<file path="config.mk">
export PLATFORM = sky130hd
export DESIGN_NAME = cpu_writeback
export DESIGN_NICKNAME = d
export VERILOG_FILES = /design/src/rtl/cpu_writeback_pkg.sv /design/src/rtl/cpu_writeback_branch_unit.sv /design/src/rtl/cpu_writeback.sv
export SDC_FILE = /design/constraint.sdc
export NUM_CORES = 1
export LEC_CHECK = 0
export BUFFER_PORTS_ARGS = -buffer_cell sky130_fd_sc_hd__buf_2
export CELL_PAD_IN_SITES_DETAIL_PLACEMENT = 1
export CELL_PAD_IN_SITES_GLOBAL_PLACEMENT = 2
export CORE_ASPECT_RATIO = 0.6
export CORE_MARGIN = 3
export CORE_UTILIZATION = 30
export DETAILED_ROUTE_END_ITERATION = 10
export GPL_TIMING_DRIVEN = 0
export PLACE_DENSITY = 0.93
export SLEW_MARGIN = 5
export SYNTH_ARGS = -nofsm -noshare
export SYNTH_HDL_FRONTEND = slang
export SYNTH_HIERARCHICAL = 1
export SYNTH_SLANG_ARGS = --single-unit
</file>
<file path="constraint.sdc">
create_clock -name clk -period 7.75 [get_ports clk]
set_input_delay 0.3875 -clock clk [delete_from_list [all_inputs] [get_ports clk]]
set_output_delay 0.3875 -clock clk [all_outputs]
set_load 0.01 [all_outputs]
</file>
<file path="src/rtl/cpu_writeback_pkg.sv">
// Shared micro-op codes, widths and helpers for the stack-machine writeback stage.
package cpu_writeback_pkg;

    localparam int DEF_STACK_DEPTH = 1024;
    localparam int DEF_KILL_CYCLES = 2;

    localparam int SP_W   = 11;
    localparam int ADDR_W = 10;
    localparam int DATA_W = 35;

    typedef enum logic [2:0] {
        UC_PUSH_NONE  = 3'd0,
        UC_PUSH_ALU   = 3'd1,
        UC_PUSH_R0    = 3'd2,
        UC_PUSH_R1    = 3'd3,
        UC_PUSH_R1_R0 = 3'd4,
        UC_PUSH_R0_R1 = 3'd5,
        UC_PUSH_IMM   = 3'd6,
        UC_PUSH_PC    = 3'd7
    } push_code_t;

    typedef enum logic [1:0] {
        UC_BR_NONE   = 2'd0,
        UC_BR_ALWAYS = 2'd1,
        UC_BR_COND   = 2'd2,
        UC_BR_NCOND  = 2'd3
    } br_code_t;

    typedef enum logic {
        ST_IDLE  = 1'b0,
        ST_PUSH2 = 1'b1
    } wb_state_t;

    function automatic logic is_double_push(input logic [2:0] code);
        return (code == UC_PUSH_R1_R0) || (code == UC_PUSH_R0_R1);
    endfunction

    // second selects the later value of a two-push pair; ignored for single pushes.
    function automatic logic [DATA_W-1:0] push_value(
        input logic [2:0]        code,
        input logic              second,
        input logic [31:0]       alu,
        input logic [DATA_W-1:0] r0,
        input logic [DATA_W-1:0] r1,
        input logic [31:0]       imm,
        input logic [31:0]       pc
    );
        logic [DATA_W-1:0] v;
        case (code)
            UC_PUSH_ALU:   v = {3'b000, alu};
            UC_PUSH_R0:    v = r0;
            UC_PUSH_R1:    v = r1;
            UC_PUSH_R1_R0: v = second ? r0 : r1;
            UC_PUSH_R0_R1: v = second ? r1 : r0;
            UC_PUSH_IMM:   v = {3'b000, imm};
            UC_PUSH_PC:    v = {3'b000, pc + 32'd6};
            default:       v = '0;
        endcase
        return v;
    endfunction

endpackage

</file>
<file path="src/rtl/cpu_writeback_branch_unit.sv">
// Combinational branch resolution: decides whether the stage-3 branch is taken and where to.
module cpu_branch_unit
    import cpu_writeback_pkg::*;
(
    input  logic [1:0]  branch,
    input  logic        cond,
    input  logic [31:0] target_field,
    output logic        taken,
    output logic [31:0] target
);

    always_comb begin
        taken = 1'b0;
        case (branch)
            UC_BR_ALWAYS: taken = 1'b1;
            UC_BR_COND:   taken = cond;
            UC_BR_NCOND:  taken = ~cond;
            default:      taken = 1'b0;
        endcase
    end

    assign target = target_field;

endmodule

</file>
<file path="src/rtl/cpu_writeback.sv">
// Writeback stage of a stack CPU: pops/pushes the data stack, sequences two-value
// pushes over two cycles, and turns taken branches into a redirect plus squash window.
module cpu_writeback
    import cpu_writeback_pkg::*;
#(
    parameter int STACK_DEPTH = DEF_STACK_DEPTH,
    parameter int KILL_CYCLES = DEF_KILL_CYCLES
)(
    input  logic               clk,
    input  logic               rst,
    input  logic               alu__cond_3a,
    input  logic [31:0]        alu__out_3a,
    input  logic [1:0]         c__branch_3a,
    input  logic [2:0]         c__to_push_3a,
    input  logic [47:0]        instruction_3a,
    input  logic [31:0]        pc_3a,
    input  logic [DATA_W-1:0]  r0_3a,
    input  logic [DATA_W-1:0]  r1_3a,
    input  logic [SP_W-1:0]    st__to_pop_3a,
    output logic               kill_4a,
    output logic               redirect_4a,
    output logic [31:0]        redirect_pc_4a,
    output logic               stall_4a,
    output logic               st_we,
    output logic [ADDR_W-1:0]  st_waddr,
    output logic [DATA_W-1:0]  st_wdata,
    output logic [SP_W-1:0]    st__sp_4a,
    output logic               st__ovf,
    output logic               st__unf
);

    localparam logic [SP_W-1:0] SP_MAX    = SP_W'(STACK_DEPTH);
    localparam logic [7:0]      KILL_LOAD = 8'(KILL_CYCLES);

    wb_state_t          state_reg, state_next;
    logic [SP_W-1:0]    sp_reg, sp_next;
    logic [7:0]         kill_cnt_reg, kill_cnt_next;
    logic               kill_reg, kill_next;
    logic               stall_reg, stall_next;
    logic               redirect_reg, redirect_next;
    logic [31:0]        redirect_pc_reg, redirect_pc_next;
    logic               we_reg, we_next;
    logic [ADDR_W-1:0]  waddr_reg, waddr_next;
    logic [DATA_W-1:0]  wdata_reg, wdata_next;
    logic               ovf_reg, ovf_next;
    logic               unf_reg, unf_next;

    logic               accept;
    logic               taken;
    logic [31:0]        target;
    logic [SP_W-1:0]    sp_mid;
    logic               do_push;
    logic [DATA_W-1:0]  push_data;
    logic               unused_hi;

    // Only the low word of the instruction carries the target/immediate.
    assign unused_hi = ^instruction_3a[47:32];

    cpu_branch_unit u_branch (
        .branch       (c__branch_3a),
        .cond         (alu__cond_3a),
        .target_field (instruction_3a[31:0]),
        .taken        (taken),
        .target       (target)
    );

    // A new instruction is only consumed in IDLE outside the squash window.
    assign accept = (state_reg == ST_IDLE) && !kill_reg;

    always_comb begin
        state_next       = state_reg;
        sp_mid           = sp_reg;
        do_push          = 1'b0;
        push_data        = '0;
        stall_next       = 1'b0;
        redirect_next    = 1'b0;
        redirect_pc_next = redirect_pc_reg;
        ovf_next         = ovf_reg;
        unf_next         = unf_reg;
        we_next          = 1'b0;
        waddr_next       = waddr_reg;
        wdata_next       = wdata_reg;
        kill_cnt_next    = (kill_cnt_reg != 8'd0) ? kill_cnt_reg - 8'd1 : 8'd0;

        case (state_reg)
            ST_IDLE: begin
                if (accept) begin
                    if (st__to_pop_3a > sp_reg) begin
                        sp_mid   = '0;
                        unf_next = 1'b1;
                    end else begin
                        sp_mid = sp_reg - st__to_pop_3a;
                    end
                    if (c__to_push_3a != UC_PUSH_NONE) begin
                        do_push   = 1'b1;
                        push_data = push_value(c__to_push_3a, 1'b0, alu__out_3a,
                                               r0_3a, r1_3a, instruction_3a[31:0], pc_3a);
                    end
                    if (is_double_push(c__to_push_3a)) begin
                        state_next = ST_PUSH2;
                        stall_next = 1'b1;
                    end
                    if (taken) begin
                        redirect_next    = 1'b1;
                        redirect_pc_next = target;
                        kill_cnt_next    = KILL_LOAD;
                    end
                end
            end
            ST_PUSH2: begin
                // Inputs are held by the stall, so the same instruction supplies value two.
                do_push    = 1'b1;
                push_data  = push_value(c__to_push_3a, 1'b1, alu__out_3a,
                                        r0_3a, r1_3a, instruction_3a[31:0], pc_3a);
                state_next = ST_IDLE;
            end
            default: state_next = ST_IDLE;
        endcase

        sp_next = sp_mid;
        if (do_push) begin
            if (sp_mid >= SP_MAX) begin
                ovf_next = 1'b1;
            end else begin
                we_next    = 1'b1;
                waddr_next = sp_mid[ADDR_W-1:0];
                wdata_next = push_data;
                sp_next    = sp_mid + 1'b1;
            end
        end

        kill_next = (kill_cnt_next != 8'd0);
    end

    always_ff @(posedge clk or posedge rst) begin
        if (rst) begin
            state_reg       <= ST_IDLE;
            sp_reg          <= '0;
            kill_cnt_reg    <= '0;
            kill_reg        <= 1'b0;
            stall_reg       <= 1'b0;
            redirect_reg    <= 1'b0;
            redirect_pc_reg <= '0;
            we_reg          <= 1'b0;
            waddr_reg       <= '0;
            wdata_reg       <= '0;
            ovf_reg         <= 1'b0;
            unf_reg         <= 1'b0;
        end else begin
            state_reg       <= state_next;
            sp_reg          <= sp_next;
            kill_cnt_reg    <= kill_cnt_next;
            kill_reg        <= kill_next;
            stall_reg       <= stall_next;
            redirect_reg    <= redirect_next;
            redirect_pc_reg <= redirect_pc_next;
            we_reg          <= we_next;
            waddr_reg       <= waddr_next;
            wdata_reg       <= wdata_next;
            ovf_reg         <= ovf_next;
            unf_reg         <= unf_next;
        end
    end

    assign kill_4a        = kill_reg;
    assign redirect_4a    = redirect_reg;
    assign redirect_pc_4a = redirect_pc_reg;
    assign stall_4a       = stall_reg;
    assign st_we          = we_reg;
    assign st_waddr       = waddr_reg;
    assign st_wdata       = wdata_reg;
    assign st__sp_4a      = sp_reg;
    assign st__ovf        = ovf_reg;
    assign st__unf        = unf_reg;

endmodule

</file>
==> impl_metrics.toml <==
[outcome]
status = "complete, no violations"

[synthesis]
async_flop_share = 1.00
synth-edff-count = 0
ys_warn_count = 6
ys_ff_latch = 102
synthCells = 830
avgSynthCellArea_um2 = 8.72
synth_area_um2 = 7240
synthesis.nets = 1046
ys_types = 73
yosysMostFrequentCell = "nor2_1"
synthFlopType = "dfrtp_1"
yosys-top-cells-area = "dfrtp_1, a22oi_1, nor2_1"
yosys.area.top_type = "dfrtp_1"
yosys.area.top_type_share = 0.353
ys_top_cells_by_count = "nor2_1, dfrtp_1, a22oi_1"
ys_seq_area_frac = 0.353

[cts]
htreeDepth = 3
cts-buffers-inserted = 9
postCtsHoldBufs = 0
clk_latency_ps = 370
cts_root_buf = "clkbuf_16"
ctsLongestPathBuffers = 2
cts.sinks = 102
clk_pin_slew_worst_paths_ps = 70
cts_tree = "done"
cts_resized = 0
cts_setup_buffers = 0

[timing]
grt_setup_unrepaired = "no"
tightest_slew_ps = 1060
hold_viol = 0
slew_headroom = 0.294
finalCritPeriodShare = 0.479
fin_worst_skew_ps = 8.72
fmax_ghz = 0.269
fin_crit_ps = 3710
setup_viol = 0
slew_violations = 0
worst_slack_ps = 4040
tns_ps = 0

[detailed_routing]
routed_wl_um = 35000
drc = 0
dr.pass1.iters = 5
dr.first_iter.drc_count = 656
wire_per_inst_um = 24.2
drtAntennaViolNets = 0
via_count = 7924
viasPerCell = 5.48

[critical_path]
cp-start-kind = "register"
cp_max_fo = 6
crit_required_ps = 7980
crit_type = "reg2reg"
end_kind = "register"
worstRegToRegCells = 9
arrival_ps = 3940
r2r_slack_ps = 4040

[global_routing]
grt_max_degree = 53
grt_pass1_vias = 8016
grt_first_pass_wirelength_um = 50400
gr-total-overflow = 0
grt_antenna_before_repair = 8
grt_use_total = 0.262

[floorplanning]
ios = 295
die-width_um = 206
rows = 43
core_um2 = 23400
start_util = 0.309
die_y_um = 126
dieArea_um2 = 26100

[placed_design]
detailedPlace.worstSlack_ps = 4210
dp_hpwl_um = 28200
io_buffers = 278
routabilityCongestion = 0.934

[final_layout]
largest_reg_flops = 35
synthToLayoutAreaGrowth_pct = 29.5
drive_above_1_share = 0.346
final_nets = 1336

[power_and_ir_drop]
power_leakage_nw = 4.46
vdd_drop_max_mv = 0.103
power_density_nw_per_um2 = 132

[run]
maxCapViolCount = 0

[min_path]
hold_path.class = "in2async"
## cells in the final DEF (no fill, tap or decap), types with 14 or more instances in the layout
master / synthesis / routed
mux2_2: 34 / 34
xnor2_1: 30 / 30
buf_4: 33 / 33
buf_2: 12 / 290
a21oi_1: 70 / 70
clkbuf_1: 38 / 39
a22oi_1: 76 / 76
nor2_1: 115 / 115
o22ai_1: 27 / 27
dfrtp_1: 102 / 102
xor2_1: 22 / 22
nand2_1: 34 / 34
nor3_1: 20 / 20
inv_1: 28 / 27
ha_1: 14 / 14
## metal layers
metal / wire length [um] / part of all wire / global-route usage
met5: 14 / 0.00040 / 0
met4: 349 / 0.010 / 0.0510
met3: 3820 / 0.11 / 0.0934
met2: 14400 / 0.41 / 0.373
met1: 16400 / 0.47 / 0.382
## per-stage QoR
step / total power [W] / util / instances / hold slack (ps) / instance area, um^2
floorplan: 0.000646 / - / 830 / 463 / 7240
global placement: 0.000750 / 0.385 / 1423 / 464 / 9020
detailed placement: 0.000756 / 0.387 / 1424 / 473 / 9050
CTS: 0.00124 / 0.400 / 1440 / 73.9 / 9350
global route: 0.00129 / 0.400 / 1445 / 93.7 / 9370
finish: 0.00123 / 0.400 / 1446 / 47.4 / 9370
## path summary, 6_finish.rpt
path / to / from
max reg2reg: st__sp_4a[8]$_DFF_PP0_ / st__sp_4a[1]$_DFF_PP0_
max in group asynchronous: st_wdata[24]$_DFFE_PP0P_ / rst
max: st__sp_4a[8]$_DFF_PP0_ / st__sp_4a[1]$_DFF_PP0_
min: redirect_pc_4a[26]$_DFFE_PP0P_ / rst
min reg2reg: st_waddr[7]$_DFFE_PP0P_ / st_waddr[7]$_DFFE_PP0P_
min in group clk: st_wdata[15]$_DFFE_PP0P_ / alu__out_3a[15]
## worst max-delay path: stages, from the launching register on
cell and delay (ps):
dfrtp_1 520, inv_1 140, fa_1 470, nand2b_1 210, a211oi_1 350, nor3_1 90
a2111oi_1 910, o22ai_1 220, or4_4 510, xor2_1 160
## report_power, final
group	switching [W]	internal, W
logic	0.000129	0.0000877
clock network	0.000232	0.000253
registers	0.000000180	0.000532
total	0.000361	0.000872
## layout make-up
| cell class | instances | area (um^2) |
|---|---|---|
| Fill cell | 2899 | 14000 |
| Multi-Input combinational cell | 615 | 4120 |
| Sequential cell | 102 | 2550 |
| Timing Repair Buffer | 279 | 1420 |
| Buffer | 85 | 458 |
| Tap cell | 315 | 394 |
| Clock buffer | 10 | 229 |
| Inverter | 28 | 110 |
| Clock inverter | 6 | 70.1 |
| Antenna cell | 6 | 15.0 |
## kinds of logic (layout without fill, tap and decap cells)
kind of cell | after synthesis | after routing | share of synthesized area
buf+inv | 113 | 408 | 0.0778
fa+ha+maj | 15 | 15 | 0.0270
compound gates | 271 | 271 | 0.264
simple gates | 233 | 233 | 0.149
flops | 102 | 102 | 0.353
xor+xnor | 52 | 52 | 0.0629
mux | 44 | 44 | 0.0673
other cells | 0 | 6 | 0
No activity file was read; power rests on OpenSTA's default activity.
